<file path="src/rtl/d5m_stream_capture_if.sv">
// Avalon-ST video source bus between the D5M capture block and the frame-buffer writer.
// The master drives pixel data and framing, and the slave returns ready.
interface d5m_stream_capture_if #(
  parameter int PIX_W = 12
) ();
  logic [PIX_W-1:0] data;
  logic             valid;
  logic             ready;
  logic             startofpacket;
  logic             endofpacket;

  modport master (
    output data, valid, startofpacket, endofpacket,
    input  ready
  );

  modport slave (
    input  data, valid, startofpacket, endofpacket,
    output ready
  );
endinterface

</file>
<file path="src/rtl/d5m_stream_capture.sv">
// D5M sensor FVAL/LVAL/pixel bus to Avalon-ST video packets. Adds a runtime crop
// window, ready-based overflow detection and geometry error pulses.
module d5m_stream_capture #(
  parameter int PIX_W = 12,
  parameter int COLS  = 2592,
  parameter int LINES = 1944,
  parameter int CNT_W = $clog2(((COLS > LINES) ? COLS : LINES) + 1)
) (
  input  logic                 clk,
  input  logic                 rst,
  input  logic                 enable_i,
  input  logic                 frame_valid_i,
  input  logic                 line_valid_i,
  input  logic [PIX_W-1:0]     data_in_i,
  input  logic [CNT_W-1:0]     win_x0_i,
  input  logic [CNT_W-1:0]     win_y0_i,
  input  logic [CNT_W-1:0]     win_w_i,
  input  logic [CNT_W-1:0]     win_h_i,
  d5m_stream_capture_if.master src,
  output logic                 frame_done_o,
  output logic [15:0]          frame_count_o,
  output logic                 err_short_line_o,
  output logic                 err_short_frame_o,
  output logic                 err_overflow_o,
  output logic                 busy_o
);
  localparam logic [CNT_W-1:0] COLS_C  = CNT_W'(COLS);
  localparam logic [CNT_W-1:0] LINES_C = CNT_W'(LINES);
  localparam logic [CNT_W:0]   COLS_X  = (CNT_W+1)'(COLS);
  localparam logic [CNT_W:0]   LINES_X = (CNT_W+1)'(LINES);
  localparam logic [CNT_W:0]   ONE_X   = (CNT_W+1)'(1);

  typedef enum logic [1:0] {S_IDLE, S_ARMED, S_CAPTURE, S_DROP} state_e;
  state_e state_q, state_d;

  logic             fv_q, fv_prev_q, lv_q, lv_prev_q;
  logic [PIX_W-1:0] d_q;
  logic [CNT_W-1:0] col_q, row_q;
  logic             fv_rise, fv_fall, lv_fall, start;

  // fv resets high so a frame already running at reset release is not a start.
  always_ff @(posedge clk or posedge rst) begin
    if (rst) begin
      fv_q      <= 1'b1;
      fv_prev_q <= 1'b1;
      lv_q      <= 1'b0;
      lv_prev_q <= 1'b0;
      d_q       <= '0;
    end else begin
      fv_q      <= frame_valid_i;
      fv_prev_q <= fv_q;
      lv_q      <= line_valid_i;
      lv_prev_q <= lv_q;
      d_q       <= data_in_i;
    end
  end

  assign fv_rise = fv_q & ~fv_prev_q;
  assign fv_fall = ~fv_q & fv_prev_q;
  assign lv_fall = ~lv_q & lv_prev_q;
  assign start   = (state_q == S_ARMED) & enable_i & fv_rise;

  always_ff @(posedge clk or posedge rst) begin
    if (rst) begin
      col_q <= '0;
      row_q <= '0;
    end else begin
      if (lv_fall)
        col_q <= '0;
      else if (lv_q && col_q != COLS_C)
        col_q <= col_q + CNT_W'(1);
      if (fv_rise)
        row_q <= '0;
      else if (lv_fall && row_q != LINES_C)
        row_q <= row_q + CNT_W'(1);
    end
  end

  // Window kept as origin plus exclusive end; an unusable request means full frame.
  logic [CNT_W:0] in_xe, in_ye, nx0, ny0, nxe, nye;
  logic           win_bad;
  logic [CNT_W:0] win_x0_q, win_y0_q, win_xe_q, win_ye_q;

  always_comb begin
    in_xe   = {1'b0, win_x0_i} + {1'b0, win_w_i};
    in_ye   = {1'b0, win_y0_i} + {1'b0, win_h_i};
    win_bad = (win_w_i == '0) || (win_h_i == '0) || (in_xe > COLS_X) || (in_ye > LINES_X);
    nx0     = win_bad ? '0 : {1'b0, win_x0_i};
    ny0     = win_bad ? '0 : {1'b0, win_y0_i};
    nxe     = win_bad ? COLS_X : in_xe;
    nye     = win_bad ? LINES_X : in_ye;
  end

  always_ff @(posedge clk or posedge rst) begin
    if (rst) begin
      win_x0_q <= '0;
      win_y0_q <= '0;
      win_xe_q <= '0;
      win_ye_q <= '0;
    end else if (start) begin
      win_x0_q <= nx0;
      win_y0_q <= ny0;
      win_xe_q <= nxe;
      win_ye_q <= nye;
    end
  end

  // On the fv_rise cycle the latch and row clear are not yet visible; bypass them.
  logic [CNT_W:0] ex0, ey0, exe, eye, col_x, row_x;
  logic           in_win, sop_hit, eop_hit;

  always_comb begin
    ex0     = fv_rise ? nx0 : win_x0_q;
    ey0     = fv_rise ? ny0 : win_y0_q;
    exe     = fv_rise ? nxe : win_xe_q;
    eye     = fv_rise ? nye : win_ye_q;
    col_x   = {1'b0, col_q};
    row_x   = fv_rise ? '0 : {1'b0, row_q};
    in_win  = lv_q && (col_x < COLS_X) && (col_x >= ex0) && (col_x < exe)
              && (row_x >= ey0) && (row_x < eye);
    sop_hit = in_win && (col_x == ex0) && (row_x == ey0);
    eop_hit = in_win && ((col_x + ONE_X) == exe) && ((row_x + ONE_X) == eye);
  end

  logic             pix_valid_q, pix_sop_q, pix_eop_q;
  logic [PIX_W-1:0] pix_data_q;

  always_ff @(posedge clk or posedge rst) begin
    if (rst) begin
      pix_valid_q <= 1'b0;
      pix_sop_q   <= 1'b0;
      pix_eop_q   <= 1'b0;
      pix_data_q  <= '0;
    end else begin
      pix_valid_q <= in_win;
      pix_sop_q   <= sop_hit;
      pix_eop_q   <= eop_hit;
      pix_data_q  <= d_q;
    end
  end

  always_ff @(posedge clk or posedge rst) begin
    if (rst) state_q <= S_IDLE;
    else     state_q <= state_d;
  end

  logic beat_fire, beat_eop, overflow, short_line, short_frame, busy;

  always_comb begin
    state_d = state_q;
    case (state_q)
      S_IDLE:    if (enable_i) state_d = S_ARMED;
      S_ARMED: begin
        if (!enable_i)    state_d = S_IDLE;
        else if (fv_rise) state_d = S_CAPTURE;
      end
      S_CAPTURE: begin
        if (beat_eop || overflow) state_d = S_DROP;
        else if (short_frame)     state_d = enable_i ? S_ARMED : S_IDLE;
      end
      S_DROP:    if (!fv_q) state_d = enable_i ? S_ARMED : S_IDLE;
      default:   state_d = S_IDLE;
    endcase
  end

  // ready is judged on the cycle the beat is formed; a refused pixel is lost.
  always_comb begin
    beat_fire   = (state_q == S_CAPTURE) && pix_valid_q && src.ready;
    beat_eop    = beat_fire && pix_eop_q;
    overflow    = (state_q == S_CAPTURE) && pix_valid_q && !src.ready;
    short_line  = (state_q == S_CAPTURE) && lv_fall && (col_q < COLS_C);
    short_frame = (state_q == S_CAPTURE) && fv_fall && !beat_eop && !overflow;
    busy        = (state_q == S_CAPTURE) || (state_q == S_DROP);
  end

  logic [PIX_W-1:0] data_out_q;
  logic             data_valid_q, sop_q, eop_q, frame_done_q;
  logic             err_sl_q, err_sf_q, err_ov_q;
  logic [15:0]      frame_count_q;

  always_ff @(posedge clk or posedge rst) begin
    if (rst) begin
      data_out_q    <= '0;
      data_valid_q  <= 1'b0;
      sop_q         <= 1'b0;
      eop_q         <= 1'b0;
      frame_done_q  <= 1'b0;
      frame_count_q <= '0;
      err_sl_q      <= 1'b0;
      err_sf_q      <= 1'b0;
      err_ov_q      <= 1'b0;
    end else begin
      if (beat_fire) data_out_q <= pix_data_q;
      data_valid_q  <= beat_fire;
      sop_q         <= beat_fire && pix_sop_q;
      eop_q         <= beat_eop;
      frame_done_q  <= data_valid_q && eop_q;
      frame_count_q <= frame_count_q + 16'(data_valid_q && eop_q);
      err_sl_q      <= short_line;
      err_sf_q      <= short_frame;
      err_ov_q      <= overflow;
    end
  end

  assign src.data          = data_out_q;
  assign src.valid         = data_valid_q;
  assign src.startofpacket = sop_q;
  assign src.endofpacket   = eop_q;
  assign frame_done_o      = frame_done_q;
  assign frame_count_o     = frame_count_q;
  assign err_short_line_o  = err_sl_q;
  assign err_short_frame_o = err_sf_q;
  assign err_overflow_o    = err_ov_q;
  assign busy_o            = busy;
endmodule

</file>
<file path="src/flat_wrapper.sv">
// flat-port wrapper written by rule: the top's interface ports become plain ports
module d5m_stream_capture_flat 
#(
  parameter int PIX_W = 12,
  parameter int COLS  = 2592,
  parameter int LINES = 1944,
  parameter int CNT_W = $clog2(((COLS > LINES) ? COLS : LINES) + 1)
)
  (clk, rst, enable_i, frame_valid_i, line_valid_i, data_in_i, win_x0_i, win_y0_i, win_w_i, win_h_i, frame_done_o, frame_count_o, err_short_line_o, err_short_frame_o, err_overflow_o, busy_o, src_data, src_valid, src_startofpacket, src_endofpacket, src_ready);
  d5m_stream_capture_if #(.PIX_W(PIX_W)) src_i ();
  input  logic clk;
  input  logic rst;
  input  logic enable_i;
  input  logic frame_valid_i;
  input  logic line_valid_i;
  input  logic [PIX_W-1:0] data_in_i;
  input  logic [CNT_W-1:0] win_x0_i;
  input  logic [CNT_W-1:0] win_y0_i;
  input  logic [CNT_W-1:0] win_w_i;
  input  logic [CNT_W-1:0] win_h_i;
  output logic frame_done_o;
  output logic [15:0] frame_count_o;
  output logic err_short_line_o;
  output logic err_short_frame_o;
  output logic err_overflow_o;
  output logic busy_o;
  output wire logic [$bits(src_i.data)-1:0] src_data;
  output wire logic [$bits(src_i.valid)-1:0] src_valid;
  output wire logic [$bits(src_i.startofpacket)-1:0] src_startofpacket;
  output wire logic [$bits(src_i.endofpacket)-1:0] src_endofpacket;
  input wire logic [$bits(src_i.ready)-1:0] src_ready;
  assign src_data = src_i.data;
  assign src_valid = src_i.valid;
  assign src_startofpacket = src_i.startofpacket;
  assign src_endofpacket = src_i.endofpacket;
  assign src_i.ready = src_ready;
  d5m_stream_capture #(.PIX_W(PIX_W), .COLS(COLS), .LINES(LINES), .CNT_W(CNT_W)) u_core (.clk(clk), .rst(rst), .enable_i(enable_i), .frame_valid_i(frame_valid_i), .line_valid_i(line_valid_i), .data_in_i(data_in_i), .win_x0_i(win_x0_i), .win_y0_i(win_y0_i), .win_w_i(win_w_i), .win_h_i(win_h_i), .src(src_i), .frame_done_o(frame_done_o), .frame_count_o(frame_count_o), .err_short_line_o(err_short_line_o), .err_short_frame_o(err_short_frame_o), .err_overflow_o(err_overflow_o), .busy_o(busy_o));
endmodule
</file>
<file path="config.mk">
export PLATFORM = sky130hd
export DESIGN_NAME = d5m_stream_capture_flat
export DESIGN_NICKNAME = d
export VERILOG_FILES = /design/src/rtl/d5m_stream_capture_if.sv /design/src/rtl/d5m_stream_capture.sv /design/src/flat_wrapper.sv
export SDC_FILE = /design/constraint.sdc
export NUM_CORES = 1
export LEC_CHECK = 0
export BUFFER_PORTS_ARGS = -buffer_cell sky130_fd_sc_hd__buf_2
export CAP_MARGIN = 20
export CORE_AREA = 4 4 200 202
export DETAILED_ROUTE_END_ITERATION = 7
export DIE_AREA = 0 0 204 206
export GPL_TIMING_DRIVEN = 0
export PLACE_DENSITY_LB_ADDON = 0.25
export SETUP_SLACK_MARGIN = 0.05
export SKIP_LAST_GASP = 1
export SLEW_MARGIN = 20
export SYNTH_ARGS = -nofsm -noshare
export SYNTH_HDL_FRONTEND = slang
export SYNTH_SLANG_ARGS = --single-unit
</file>
<file path="constraint.sdc">
create_clock -name clk -period 7.5 [get_ports clk]
set_clock_uncertainty 0.15 [all_clocks]
set_input_delay 2.25 -clock clk [delete_from_list [all_inputs] [get_ports clk]]
set_output_delay 2.25 -clock clk [all_outputs]
set_load 0.02 [all_outputs]
</file>
# --- Word-level counts from Yosys, hierarchy flattened ---
# Cells that the tools add are included.
totals:
  output_inout_bits: 36
  ff_bits: 144
  word_cells: 118
  inputBits: 66
op_classes:
  magnitude_cmp: 8
  n_eq_ne: 13
  bitwise: 8
  n_addsub: 7
  n_mux: 21
  reduce_logical: 36
op_table:
  columns: ["op", "count"]
  rows:
  - ["12-bit two-way mux", 7]
  - ["13-bit two-way mux", 6]
  - ["13-bit equality test", 3]
  - ["12-bit by 12-bit adder with 13-bit output", 2]
  - ["12-bit by 1-bit adder with 12-bit output (second input constant)", 2]
  - ["12-bit zero test", 2]
  - ["12-bit less-than comparator (second input constant)", 2]
  - ["1-bit logical AND", 22]
  - ["16-bit by 1-bit adder with 16-bit output", 1]
  - ["12-bit by 1-bit adder with 13-bit output (second input constant)", 1]
  - ["13-bit by 1-bit adder with 13-bit output (second input constant)", 1]
  - ["12-bit by 13-bit equality test with 1-bit output", 1]
  - ["12-bit by 13-bit >= comparator with 1-bit output", 1]
  - ["13-bit >= comparator", 1]
  - ["13-bit by 11-bit > comparator with 1-bit output (second input constant)", 1]
  - ["13-bit by 12-bit > comparator with 1-bit output (second input constant)", 1]
  - ["12-bit by 13-bit less-than comparator with 1-bit output", 1]
  - ["13-bit less-than comparator", 1]
  - ["2-bit two-way mux", 6]
  - ["12-bit by 11-bit != test with 1-bit output (second input constant)", 1]
  - ["12-bit != test (second input constant)", 1]
  - ["2-bit case mux with 4 select lines", 1]
  - ["1-bit AND", 5]
  - ["1-bit logical OR", 5]
  - ["other kinds (11)", 18]

# --- Depth between registers and ports, before layout ---
depth:
  depth_word: 13
  mapped_depth: 25
  mapped_depth_nobuf: 22

# --- Least setup slack after synthesis ---
# Ideal clock, no wire load.
synth_timing:
  path_kind: "input to register"
  from: "input port win_y0_i[0]"
  to: "register u_core.pix_eop_q"
  cell_stages: 23
  path_buffers: 2
  setup_time_ns: 0.096
  arrival_time_ns: 6.925
  required_time_ns: 7.254
  slack_ns: 0.330
  cell_sequence: "ha_1 fa_1 a211o_1 and3_1 o21ai_0 nand3_1 or4_4 o311a_2 buf_6 clkbuf_1 and3_1 a21oi_1 ha_1 nor2b_1 o21ai_0 a21oi_1 o41ai_1 o21ai_0 nor4b_1 o211ai_1 a2111oi_2 nand4_1 nor4_2"
synth_between:
  elab_chain_cells: 12
  word_cells_on_any_way: 23
  cone_classes: "1 x add/sub; 5 x order compare; 2 x eq/ne; 8 x mux; 7 x reduce/logical"
synth_lines:
  columns: ["element", "line", "rtl"]
  rows:
  - ["start: declaration", "flat_wrapper.sv:18", "input logic [CNT_W-1:0] win_y0_i;"]
  - ["12-bit by 12-bit adder with 13-bit output", "d5m_stream_capture.sv:86", "in_ye = {1'b0, win_y0_i} + {1'b0, win_h_i};"]
  - ["13-bit by 11-bit > comparator with 1-bit output", "d5m_stream_capture.sv:87", "win_bad = (win_w_i == '0) || (win_h_i == '0) || (in_xe > COLS_X) || (in_ye > LINES_X);"]
  - ["1-bit logical OR", "d5m_stream_capture.sv:87", null]
  - ["12-bit two-way mux", "d5m_stream_capture.sv:88", "nx0 = win_bad ? '0 : {1'b0, win_x0_i};"]
  - ["13-bit two-way mux", "d5m_stream_capture.sv:113", "ex0 = fv_rise ? nx0 : win_x0_q;"]
  - ["12-bit by 13-bit >= comparator with 1-bit output", "d5m_stream_capture.sv:119", "in_win = lv_q && (col_x < COLS_X) && (col_x >= ex0) && (col_x < exe)"]
  - ["1-bit logical AND (2 in series)", "d5m_stream_capture.sv:119", null]
  - ["1-bit logical AND", "d5m_stream_capture.sv:120", "&& (row_x >= ey0) && (row_x < eye);"]
  - ["1-bit logical AND *", "d5m_stream_capture.sv:120", null]
  - ["net u_core.in_win", "d5m_stream_capture.sv:110", "logic in_win, sop_hit, eop_hit;"]
  - ["1-bit logical AND * (2 in series)", "d5m_stream_capture.sv:122", "eop_hit = in_win && ((col_x + ONE_X) == exe) && ((row_x + ONE_X) == eye);"]
  - ["net u_core.eop_hit", "d5m_stream_capture.sv:110", null]
  - ["end signal: assignment", "d5m_stream_capture.sv:137", "pix_eop_q <= eop_hit;"]
  - ["end: declaration", "d5m_stream_capture.sv:125", "logic pix_valid_q, pix_sop_q, pix_eop_q;"]
# Mark *: on every way through the listed nets, which the timed path passes. The rest lies on a longest branch.
# A chain may end at the register's enable or synchronous reset.

# --- Worst setup path after layout ---
# Same ends and word-level chain as after synthesis.

==> impl_metrics.csv <==
group,metric,value,unit
cells_and_area,largest_reg_flops,16,
grt,grt_overflow,0,
grt,grt_pass1_wl,47700,microns
floorplan,start_util,24.6,%
clocking,cts-hold-fix-buffers,0,
cells_and_area,n_antenna_cell,0,
timing,hold_violations,0,
grt,grt_pass1_vias,8235,
detailed_routing,postRouteWirelength,30900,microns
detailed_routing,drc,0,
timing,worst_pin_slew,979,ps
worst_hold_path,min_path_type,"reg2reg",
floorplan,die_x,204,microns
power,powerDensity,239,nW/um^2
timing,relSlewSlack,33.9,%
cells_and_area,syn_to_final_growth,25.7,%
placed_design,place_area,10600,sq um
synth,yosysSeqAreaShare,37.7,%
detailed_routing,drtIter0Drc,548,
synth,async_flop_share,100,%
detailed_routing,wl_per_cell,17.8,microns
detailed_routing,vias,8402,
floorplan,boundaryPins,102,
timing,slew_viol_final,0,
cells_and_area,layout.nets,1352,
floorplan,die_y,206,microns
timing,rsz0062_at_grt,"no",
floorplan,rows,72,
timing,postLayoutSetupSlackWorst,203,ps
setup_path,reg2reg_from,"u_core.fv_prev_q",
placed_design,dp_hpwl,23400,microns
clocking,cts_tree,"done",
power,combPwrFrac,34.2,%
detailed_routing,drtAntennaViolNets,0,
synth,ys.flop_type,"dfrtp_1",
power,leakagePower,5.18,nW
cells_and_area,drive_above_1_share,21.5,%
synth,synth_edf_count,0,
timing,period_minus_slack,7300,ps
timing,setup_violations,0,
synth,synth_cell_types,82,
outcome,status,"finished, final reports clean",
power,switching_share,37.5,%
setup_path,critPathLaunchType,"input pin",
timing,timing.final.crit_share,97.3,%
synth,syn_inst,1056,
placed_design,place.gp.congestion,0.869,
floorplan,core_region_area,38300,sq um
setup_path,crit_start,"win_y0_i[0]",
setup_path,cp_max_fo,8,
detailed_routing,drtPass1Iterations,5,
synth,ys_ff_latch,142,
detailed_routing,vias_per_cell,4.84,
grt,grt_max_degree,95,
clocking,cts_root_buf,"clkbuf_16",
placed_design,port_buffers,101,
floorplan,die-area,42000,sq um
timing,max_freq,137,MHz
job,cap_violations,0,
synth,synth_nets,1203,
clocking,clk_path_buf_depth,2,
cells_and_area,fin_area,11800,sq um
power,switching_power,0.00106,W
clocking,cts_buffers,17,
placed_design,dpl_worst_slack,-1430,ps
clocking,clock_sinks,142,
setup_path,critPathKind,"in2reg",
setup_path,end_kind,"flop",
grt,grt_use_total,14.4,%
power,clkPwrFrac,31.3,%
setup_path,cp.required,7680,ps
timing,whs,197,ps
clocking,clk_pin_slew_worst_paths,70,ps
power,p_int,0.00177,W
cells_and_area,fin_util,30.9,%
setup_path,r2r_slack,1340,ps
clocking,clk_latency,430,ps
setup_path,arrival,7480,ps
power,max-vdd-ir-drop,0.141,mV
worst_hold_path,min_from,"u_core.d_q[8]",
clocking,htree_levels,4,
synth,yosys_warnings,0,
power,fin_total_pwr,0.00283,W
grt,antenna_found_initial,1,
synth,synthesis.area,9420,sq um
synth,synth.avg_cell_area,8.92,sq um
power,seqPwrFrac,34.5,%
-- synthesized netlist by cell type, types with 3 or more instances --
master / n / area share (%)
inv_1: 19 / 0.76
nor3b_1: 4 / 0.32
nor3_1: 18 / 0.96
ha_1: 79 / 10
nand2b_1: 12 / 0.80
a31oi_1: 17 / 1.1
a311oi_1: 5 / 0.46
nor2_1: 84 / 3.3
and3_1: 13 / 0.86
o21a_1: 10 / 0.80
a21oi_1: 65 / 3.5
nor4_1: 14 / 0.93
nand3_1: 44 / 2.3
buf_2: 9 / 0.48
mux2_2: 12 / 1.4
o21ai_1: 4 / 0.21
xor2_1: 37 / 3.4
o2111ai_1: 3 / 0.28
clkbuf_1: 35 / 1.4
nand2_1: 143 / 5.7
and3b_1: 3 / 0.28
nand4_1: 17 / 1.1
a211oi_1: 5 / 0.40
xnor2_1: 32 / 3.0
mux2i_1: 6 / 0.64
a21oi_2: 3 / 0.28
o41ai_1: 5 / 0.46
a21o_1: 5 / 0.40
and4_1: 4 / 0.37
o211ai_1: 14 / 1.1
and2_1: 25 / 1.7
nor2b_1: 13 / 0.86
buf_1: 6 / 0.24
a2111oi_0: 6 / 0.56
o31ai_1: 3 / 0.24
dfrtp_1: 140 / 37
or2_2: 4 / 0.27
or3_1: 12 / 0.80
o21ai_0: 70 / 3.7
-- layout make-up --
cell class	instances	area [sq um]
clock buffers	17	425
flip-flops and latches	142	3560
well taps	518	648
repair buffers	130	785
inverters	19	78.8
fillers	4047	26400
clock inverters	15	175
plain buffers	52	292
multi-input cells	843	5880
-- timing repair --
item                       in CTS  in global routing
setup endpoints to repair       3                  1
gates cloned                    0                  2
setup buffers                   6                 20
resized for setup              31                 64
pin swaps                      13                 40
-- final timing paths --
kind,endpoint,cells past startpoint
setup / recovery,u_core.pix_eop_q,24
max in group asynchronous,u_core.win_x0_q[4],3
hold / removal,u_core.pix_data_q[8],0
setup reg to reg,u_core.pix_eop_q,18
min in group asynchronous,u_core.src.data[10],2
hold reg to reg,u_core.pix_data_q[8],0
-- worst max-delay path: stages --
cell and delay, ps:
buf_4 130, ha_4 160, fa_2 380, a211o_1 350, o21ai_2 90, xor2_2 110
o311a_1 300, or4_4 540, o311a_4 160, buf_12 150, buf_12 140, clkbuf_16 160
a21oi_2 120, a21oi_1 80, ha_1 340, o21ai_2 130, a21oi_2 50, o41ai_2 410
o21ai_1 180, nor4b_4 320, o211ai_1 160, a2111oi_2 340, nand4_1 230, nor4_4 210
-- layout by cell type (no fill, tap or decap), drive strengths merged, types with 12 or more instances in the layout --
cell type | Yosys | layout
a21oi | 68 | 68
a31oi | 17 | 17
and2 | 26 | 26
and3 | 13 | 13
buf | 17 | 146
clkbuf | 35 | 53
dfrtp | 140 | 140
ha | 79 | 79
inv | 19 | 27
mux2 | 12 | 12
nand2 | 145 | 145
nand2b | 12 | 12
nand3 | 44 | 44
nand4 | 17 | 17
nor2 | 84 | 84
nor2b | 13 | 13
nor3 | 18 | 18
nor4 | 15 | 15
o211ai | 14 | 14
o21ai | 74 | 74
or3 | 12 | 12
xnor2 | 33 | 33
xor2 | 38 | 38
-- power groups by stage --
stage | registers, W | clock network (W) | logic, W
3_3_place_gp | 0.000987 | 0 | 0.000840
5_1_grt | 0.000995 | 0.000934 | 0.00107
3_5_place_dp | 0.000991 | 0 | 0.000845
2_1_floorplan | 0.00101 | 0 | 0.000540
6_report | 0.000977 | 0.000885 | 0.000969
4_1_cts | 0.000975 | 0.000909 | 0.000889
-- logic make-up (layout without fill, tap and decap cells) --
| kind of cell | count (synthesis) | in the layout | synth area share, % |
|---|---|---|---|
| AND/OR/NAND/NOR | 426 | 426 | 22.2 |
| AO/OA/AOI/OAI | 247 | 247 | 17.2 |
| flip-flops | 142 | 142 | 37.7 |
| adder cells (fa/ha/maj) | 81 | 81 | 10.9 |
| XOR/XNOR | 71 | 71 | 6.76 |
| buffers and inverters | 71 | 233 | 3.11 |
| multiplexers | 18 | 18 | 2.07 |
-- through the flow --
stage	TNS [ps]	instances
6_report	0	1736
5_1_grt	0	1736
4_1_cts	0	1714
3_5_place_dp	-2560	1676
3_3_place_gp	-106210	1675
2_1_floorplan	0	1056
-- routing by layer --
layer,global-route usage (%),vias up,routed length (microns)
met5,0,-,10
met4,2.90,2,249
met3,2.89,19,1640
met2,22.8,218,14100
met1,20.6,4067,14900
li1,-,4096,-
Power figures use the tool's default switching activity.
